`src/rtl/hazard_ctrl.sv`:
```
// -----------------------------------------------------------------------------
// hazard_ctrl
//
// Purpose:
//   Control end of the ID->EX interface of the pipeline. Every cycle it decides
//   whether the ID/EX register loads the decoded instruction or takes a bubble.
//   It also drives the PC and IF/ID enables and produces the forwarding selects
//   that travel with each instruction into EX. A 3-slot scoreboard (EX, MEM, WB)
//   tracks the destination registers still in flight. A RUN/STALL/FLUSH state
//   machine sequences load-use stalls and branch flushes, and two saturating
//   counters record stall and flush cycles.
//
// Parameters:
//   FLUSH_CYCLES  bubble cycles inserted after a taken branch/jump (1..7)
//   CNT_W         width of the performance counters
//
// Ports:
//   clk_HZ          in   clock
//   rst_n_HZ        in   asynchronous active-low reset
//   Rs1_addr_HZ     in   rs1 of the ID instruction
//   Rs2_addr_HZ     in   rs2 of the ID instruction
//   Rs1_used_HZ     in   ID instruction reads rs1
//   Rs2_used_HZ     in   ID instruction reads rs2
//   Rd_addr_HZ      in   rd of the ID instruction
//   RegWrite_HZ     in   ID instruction writes rd
//   MemtoReg_HZ     in   ID instruction's MemtoReg (2'b01 = load)
//   Taken_EX_HZ     in   branch taken / jump resolving in EX
//   PC_en_HZ        out  PC update enable
//   en_IFID_HZ      out  IF/ID load enable
//   flush_IFID_HZ   out  IF/ID loads a NOP
//   en_IDEX_HZ      out  ID/EX load enable
//   bubble_IDEX_HZ  out  ID/EX loads all-zero control
//   Fwd_A_HZ        out  operand-A select for the EX instruction (00 RF, 01 WB, 10 MEM)
//   Fwd_B_HZ        out  operand-B select, same encoding
//   stall_cnt_HZ    out  load-use stall cycle count (saturating)
//   flush_cnt_HZ    out  flush cycle count (saturating)
// -----------------------------------------------------------------------------
module hazard_ctrl #(
  parameter int FLUSH_CYCLES = 1,
  parameter int CNT_W        = 32
) (
  input  logic             clk_HZ,
  input  logic             rst_n_HZ,
  input  logic [4:0]       Rs1_addr_HZ,
  input  logic [4:0]       Rs2_addr_HZ,
  input  logic             Rs1_used_HZ,
  input  logic             Rs2_used_HZ,
  input  logic [4:0]       Rd_addr_HZ,
  input  logic             RegWrite_HZ,
  input  logic [1:0]       MemtoReg_HZ,
  input  logic             Taken_EX_HZ,
  output logic             PC_en_HZ,
  output logic             en_IFID_HZ,
  output logic             flush_IFID_HZ,
  output logic             en_IDEX_HZ,
  output logic             bubble_IDEX_HZ,
  output logic [1:0]       Fwd_A_HZ,
  output logic [1:0]       Fwd_B_HZ,
  output logic [CNT_W-1:0] stall_cnt_HZ,
  output logic [CNT_W-1:0] flush_cnt_HZ
);

  typedef enum logic [1:0] {
    S_RUN   = 2'd0,
    S_STALL = 2'd1,
    S_FLUSH = 2'd2
  } state_t;

  typedef struct packed {
    logic       valid;
    logic [4:0] rd;
    logic       regwrite;
    logic       isload;
  } slot_t;

  // Number of FLUSH-state cycles that follow the cycle in which the branch
  // resolves; zero means the single flush cycle happens in RUN itself.
  localparam logic [2:0] LP_FLUSH_RELOAD = 3'(FLUSH_CYCLES - 1);

  localparam logic [1:0] LP_FWD_RF  = 2'b00;
  localparam logic [1:0] LP_FWD_WB  = 2'b01;
  localparam logic [1:0] LP_FWD_MEM = 2'b10;

  state_t     r_state;
  logic [2:0] r_flush_left;

  slot_t r_ex;
  slot_t r_mem;
  slot_t r_wb;

  logic [1:0]       r_fwd_a;
  logic [1:0]       r_fwd_b;
  logic [CNT_W-1:0] r_stall_cnt;
  logic [CNT_W-1:0] r_flush_cnt;

  logic  w_load_use;
  logic  w_stall;
  logic  w_pc_en;
  logic  w_en_ifid;
  logic  w_flush_ifid;
  logic  w_en_idex;
  logic  w_bubble;
  logic  w_ex_a;
  logic  w_ex_b;
  logic  w_mem_a;
  logic  w_mem_b;
  logic  [1:0] w_fwd_a;
  logic  [1:0] w_fwd_b;
  slot_t w_id_slot;

  // A slot only matters if it really writes a nonzero register that the ID
  // instruction actually reads.
  function automatic logic slotMatch(input slot_t s, input logic [4:0] rs,
                                     input logic used);
    return s.valid & s.regwrite & (s.rd == rs) & (rs != 5'd0) & used;
  endfunction

  assign w_ex_a  = slotMatch(r_ex,  Rs1_addr_HZ, Rs1_used_HZ);
  assign w_ex_b  = slotMatch(r_ex,  Rs2_addr_HZ, Rs2_used_HZ);
  assign w_mem_a = slotMatch(r_mem, Rs1_addr_HZ, Rs1_used_HZ);
  assign w_mem_b = slotMatch(r_mem, Rs2_addr_HZ, Rs2_used_HZ);

  assign w_load_use = r_ex.isload & (w_ex_a | w_ex_b);

  // The youngest producer wins: one in EX now will be in MEM when the ID
  // instruction reaches EX. A producer in WB is covered by regfile write-through.
  assign w_fwd_a = w_ex_a ? LP_FWD_MEM : (w_mem_a ? LP_FWD_WB : LP_FWD_RF);
  assign w_fwd_b = w_ex_b ? LP_FWD_MEM : (w_mem_b ? LP_FWD_WB : LP_FWD_RF);

  assign w_id_slot = '{valid:    1'b1,
                       rd:       Rd_addr_HZ,
                       regwrite: RegWrite_HZ,
                       isload:   (MemtoReg_HZ == 2'b01)};

  // Pipeline control. A taken branch beats everything; load-use stalls are
  // only raised from RUN, since STALL always follows a bubble and EX is empty.
  always_comb begin
    w_pc_en      = 1'b1;
    w_en_ifid    = 1'b1;
    w_flush_ifid = 1'b0;
    w_en_idex    = 1'b1;
    w_bubble     = 1'b0;
    w_stall      = 1'b0;
    if (Taken_EX_HZ) begin
      w_flush_ifid = 1'b1;
      w_bubble     = 1'b1;
    end else if (r_state == S_RUN && w_load_use) begin
      w_pc_en   = 1'b0;
      w_en_ifid = 1'b0;
      w_bubble  = 1'b1;
      w_stall   = 1'b1;
    end else if (r_state == S_FLUSH) begin
      w_flush_ifid = 1'b1;
      w_bubble     = 1'b1;
    end
  end

  // RUN/STALL/FLUSH sequencing. r_flush_left counts the FLUSH-state cycles
  // still to come, including the current one.
  always_ff @(posedge clk_HZ or negedge rst_n_HZ) begin
    if (!rst_n_HZ) begin
      r_state      <= S_RUN;
      r_flush_left <= 3'd0;
    end else if (Taken_EX_HZ) begin
      r_flush_left <= LP_FLUSH_RELOAD;
      r_state      <= (LP_FLUSH_RELOAD == 3'd0) ? S_RUN : S_FLUSH;
    end else begin
      case (r_state)
        S_RUN: begin
          if (w_load_use) r_state <= S_STALL;
        end
        S_STALL: begin
          r_state <= S_RUN;
        end
        S_FLUSH: begin
          r_flush_left <= r_flush_left - 3'd1;
          if (r_flush_left <= 3'd1) r_state <= S_RUN;
        end
        default: begin
          r_state <= S_RUN;
        end
      endcase
    end
  end

  // Scoreboard shift and forwarding-select registers; both advance every
  // cycle, stalls included, so a bubble marks the EX slot empty.
  always_ff @(posedge clk_HZ or negedge rst_n_HZ) begin
    if (!rst_n_HZ) begin
      r_ex    <= '0;
      r_mem   <= '0;
      r_wb    <= '0;
      r_fwd_a <= LP_FWD_RF;
      r_fwd_b <= LP_FWD_RF;
    end else begin
      r_ex  <= w_bubble ? slot_t'('0) : w_id_slot;
      r_mem <= r_ex;
      r_wb  <= r_mem;
      if (w_bubble) begin
        r_fwd_a <= LP_FWD_RF;
        r_fwd_b <= LP_FWD_RF;
      end else if (w_en_idex) begin
        r_fwd_a <= w_fwd_a;
        r_fwd_b <= w_fwd_b;
      end
    end
  end

  // Saturating performance counters.
  always_ff @(posedge clk_HZ or negedge rst_n_HZ) begin
    if (!rst_n_HZ) begin
      r_stall_cnt <= '0;
      r_flush_cnt <= '0;
    end else begin
      if (w_stall && (r_stall_cnt != '1)) r_stall_cnt <= r_stall_cnt + CNT_W'(1);
      if (w_flush_ifid && (r_flush_cnt != '1)) r_flush_cnt <= r_flush_cnt + CNT_W'(1);
    end
  end

  assign PC_en_HZ       = w_pc_en;
  assign en_IFID_HZ     = w_en_ifid;
  assign flush_IFID_HZ  = w_flush_ifid;
  assign en_IDEX_HZ     = w_en_idex;
  assign bubble_IDEX_HZ = w_bubble;
  assign Fwd_A_HZ       = r_fwd_a;
  assign Fwd_B_HZ       = r_fwd_b;
  assign stall_cnt_HZ   = r_stall_cnt;
  assign flush_cnt_HZ   = r_flush_cnt;

  // The WB slot is kept for completeness of the in-flight picture; nothing
  // forwards from it because the regfile writes through.
  logic w_wb_unused;
  assign w_wb_unused = ^r_wb;

endmodule

```
`config.mk`:
```
export PLATFORM = sky130hd
export DESIGN_NAME = hazard_ctrl
export DESIGN_NICKNAME = d
export VERILOG_FILES = /design/src/rtl/hazard_ctrl.sv
export SDC_FILE = /design/constraint.sdc
export NUM_CORES = 1
export LEC_CHECK = 0
export CORE_ASPECT_RATIO = 1.4
export CORE_MARGIN = 1
export CORE_UTILIZATION = 50
export DETAILED_ROUTE_END_ITERATION = 10
export GPL_ROUTABILITY_DRIVEN = 0
export PLACE_DENSITY_LB_ADDON = 0.25
export SLEW_MARGIN = 30
export SYNTH_ARGS = -nofsm -noshare
export SYNTH_HDL_FRONTEND = slang
export SYNTH_SLANG_ARGS = --single-unit
```
`constraint.sdc`:
```
create_clock -name clk_HZ -period 3.83 [get_ports clk_HZ]
set_input_delay 1.149 -clock clk_HZ [delete_from_list [all_inputs] [get_ports clk_HZ]]
set_output_delay 1.149 -clock clk_HZ [all_outputs]
set_load 0.05 [all_outputs]
```
==> impl_metrics.py <==
metrics = {
    "status": {
        "status": "finished clean",
    },
    "layout": {
        "syn_to_final_growth_pct": 35.5,
        "fin_area_um2": 5510,
        "final_core_util": 0.707,
        "drive_above_1_share": 0.182,
        "nFillCells": 603,
        "final_nets": 514,
        "seq_area_um2": 2100,
        "antennaDiodeCount": 0,
        "multi_input_area_um2": 1930,
    },
    "synth": {
        "netlist_instances": 371,
        "yosysMostFrequentCell": "dfrtp_1",
        "synth_top_cells_by_area": "dfrtp_1 (52%), xnor2_1 (9.3%), xor2_1 (8.0%)",
        "ys_ff_latch": 84,
        "syn_nets": 396,
        "syn_area_um2": 4070,
        "synthFlopType": "dfrtp_1",
        "avgSynthCellArea_um2": 11.0,
        "synth_edf_count": 0,
        "yosys_warnings": 0,
        "synthArstFlopShare": 1.00,
        "synth_top_area_cell": "dfrtp_1",
        "synth_top_area_share": 0.517,
        "yosysSeqAreaShare": 0.517,
        "synth_commonest_cells": "dfrtp_1 (84), xnor2_1 (43), nand2_1 (37), xor2_1 (37), nand3_1 (26)",
        "ys_types": 43,
    },
    "die": {
        "die_w_um": 78.2,
        "die_y_um": 109,
        "row_count": 38,
        "die_area_um2": 8510,
        "fp.coreArea_um2": 7800,
        "num_io_pins": 96,
        "start_util": 0.522,
    },
    "clock_tree": {
        "cts_tree": "built",
        "clk_path_buf_depth": 2,
        "cts_sinks": 84,
        "cts-hold-fix-buffers": 0,
        "clock_latency_ps": 350,
        "clkTransAtPathRegs_ps": 80,
        "cts_buffers": 9,
        "cts-root-buf": "clkbuf_8",
        "htree_levels": 3,
    },
    "drt": {
        "ant_nets": 0,
        "drt_iter0_markers": 193,
        "wirelength_mm": 9.49,
        "wl_per_cell_um": 16.0,
        "drt_pass1_iterations": 4,
        "vias": 3209,
        "drc": 0,
        "via_per_inst": 5.40,
    },
    "timing": {
        "fin_setup_tns_ps": 0,
        "drv_slew": 0,
        "clock_skew_ps": 10.5,
        "fmax_mhz": 266,
        "finalWorstSetupSlack_ps": 63.7,
        "rsz0062_at_grt": "no",
        "hold_viol_final": 0,
        "setup_viol": 0,
        "period_minus_slack_ps": 3770,
        "fin_crit_sh": 0.983,
        "relSlewSlack": 0.494,
        "worstMarginPinSlew_ps": 759,
    },
    "grt": {
        "grt_pass1_vias": 3163,
        "gr-usage-all-layers": 0.234,
        "antenna_found_initial": 0,
        "overflow": 0,
        "grt_max_degree": 85,
        "grt_pass1_wl_mm": 15.2,
    },
    "placement": {
        "post_dp_cell_area_um2": 5230,
        "io_buffers": 94,
        "place_hpwl_mm": 6.84,
        "pre_cts_slack_ps": -434,
    },
    "setup_path": {
        "cpMostUsedCell": "or4_4",
        "crit_path_end_kind": "output pin",
        "path_cells": "buf_2 > or4_4 > o21ai_2 > or4_4 > and2_4 > o21a_4 > clkinvlp_4 > buf_12",
        "path_delay_family": "simple AND/OR/NAND/NOR gates",
        "slowest_stage": "or4_4",
        "crit_type": "input pin to output pin",
        "cp_max_fo": 3,
        "cp_slowest_stage_delay_ps": 530,
        "required_ps": 2680,
        "arrival_ps": 2620,
        "worst-path-buf-inv": 3,
        "setup.worst_path.start_class": "input pin",
    },
    "pwr": {
        "powerDensity_nw_per_um2": 379,
        "leakage_nw": 2.34,
        "max-vdd-ir-drop_mv": 0.494,
    },
    "flow_run": {
        "maxCapViolCount": 0,
    },
    "worst_hold_path": {
        "hp-class": "flop to flop",
    },
}
-- path summary, 6_finish.rpt --
path | slack, ps | startpoint | cells after the start | end
worst min-delay path | 380 | r_ex[7]$_DFF_PN0_ | 0 | r_mem[7]$_DFF_PN0_
worst max-delay path | 60 | Rs2_addr_HZ[4] | 8 | bubble_IDEX_HZ
worst max register to register | 1140 | stall_cnt_HZ[0]$_DFFE_PN0P_ | 8 | stall_cnt_HZ[28]$_DFFE_PN0P_
min in group asynchronous | 830 | rst_n_HZ | 1 | r_mem[2]$_DFF_PN0_
max in group asynchronous | 2470 | rst_n_HZ | 1 | flush_cnt_HZ[12]$_DFFE_PN0P_
worst min register to register | 380 | r_ex[7]$_DFF_PN0_ | 0 | r_mem[7]$_DFF_PN0_
-- logic make-up after synthesis --
kind of cell,after synthesis,synth area share
simple gates,175,0.253
flops,84,0.517
compound gates,11,0.0255
fa+ha+maj,2,0.00615
xor+xnor,80,0.172
buf+inv,18,0.0255
other cells,1,0.000922
-- per-layer routing --
layer  track usage  vias up  wire length [um]
met3        0.0586       14               462
met4        0.0807        0               139
met5             0        -                 0
met2         0.415      100              4940
met1         0.273     1568              3950
li1              -     1527                 -
-- worst register-to-register path: cells and delay by family, from the launching register on --
family / cells / cell delay (ps)
buf+inv: 1 / 190
flops: 1 / 410
simple gates: 3 / 930
xor+xnor: 1 / 160
compound gates: 2 / 680
fa+ha+maj: 1 / 190
-- registers in the layout, summed over array words and instances, names as in the netlist --
| signal | count |
|---|---|
| Fwd_B_HZ | 2 |
| Fwd_A_HZ | 2 |
| stall_cnt_HZ | 32 |
| flush_cnt_HZ | 32 |
| r_ex | 8 |
| r_state | 1 |
| r_mem | 7 |
-- area by class of cell --
cell class                      instances  area share
Tap cell                              100      0.0227
Clock inverter                          3     0.00795
Sequential cell                        84       0.381
Clock buffer                           13      0.0306
Inverter                                7     0.00545
Timing Repair Buffer                  118       0.201
Multi-Input combinational cell        269       0.351
-- placed cells by master (no fill, tap or decap), types with 2 or more instances in the layout --
master / netlist / routed
a21oi_2: 1 / 2
and2_1: 9 / 8
and3_1: 6 / 6
and4_1: 4 / 4
buf_12: 0 / 2
buf_2: 2 / 4
buf_4: 3 / 26
buf_6: 3 / 5
clkbuf_2: 0 / 2
clkbuf_8: 0 / 12
clkdlybuf4s50_1: 0 / 77
dfrtp_1: 84 / 84
dlygate4sd2_1: 0 / 2
ha_1: 2 / 2
inv_1: 6 / 4
inv_2: 1 / 2
nand2_1: 37 / 37
nand2b_1: 3 / 3
nand3_1: 26 / 26
nand4_1: 20 / 20
nor2_1: 17 / 17
nor3_1: 11 / 11
nor3_2: 6 / 6
nor3b_1: 2 / 2
nor4_1: 11 / 11
nor4_2: 6 / 6
or3_1: 4 / 4
or4_1: 5 / 2
or4_4: 1 / 4
xnor2_1: 43 / 39
xnor2_2: 0 / 4
xor2_1: 37 / 37
-- per-stage QoR --
stage               cells  hold WS [ps]  total power [mW]
floorplan             371           354              1.26
global placement      574           357              1.42
detailed placement    574           363              1.43
CTS                   594           383              2.11
global route          594           395              2.17
finish                594           380              2.09
-- power breakdown --
part | total, mW | switching (mW) | leakage (nW) | internal (mW)
clock network | 0.667 | 0.312 | 0.110 | 0.356
logic | 0.411 | 0.255 | 1.13 | 0.157
registers | 1.01 | 0.0739 | 1.10 | 0.936
-- what timing repair did --
| action | in CTS | in global routing |
|---|---|---|
| endpoints found under the setup margin | 3 | 3 |
| buffers inserted | 4 | 0 |
| pin swaps | 11 | 1 |
| gates resized for setup | 52 | 7 |
Power figures use the tool's default switching activity.
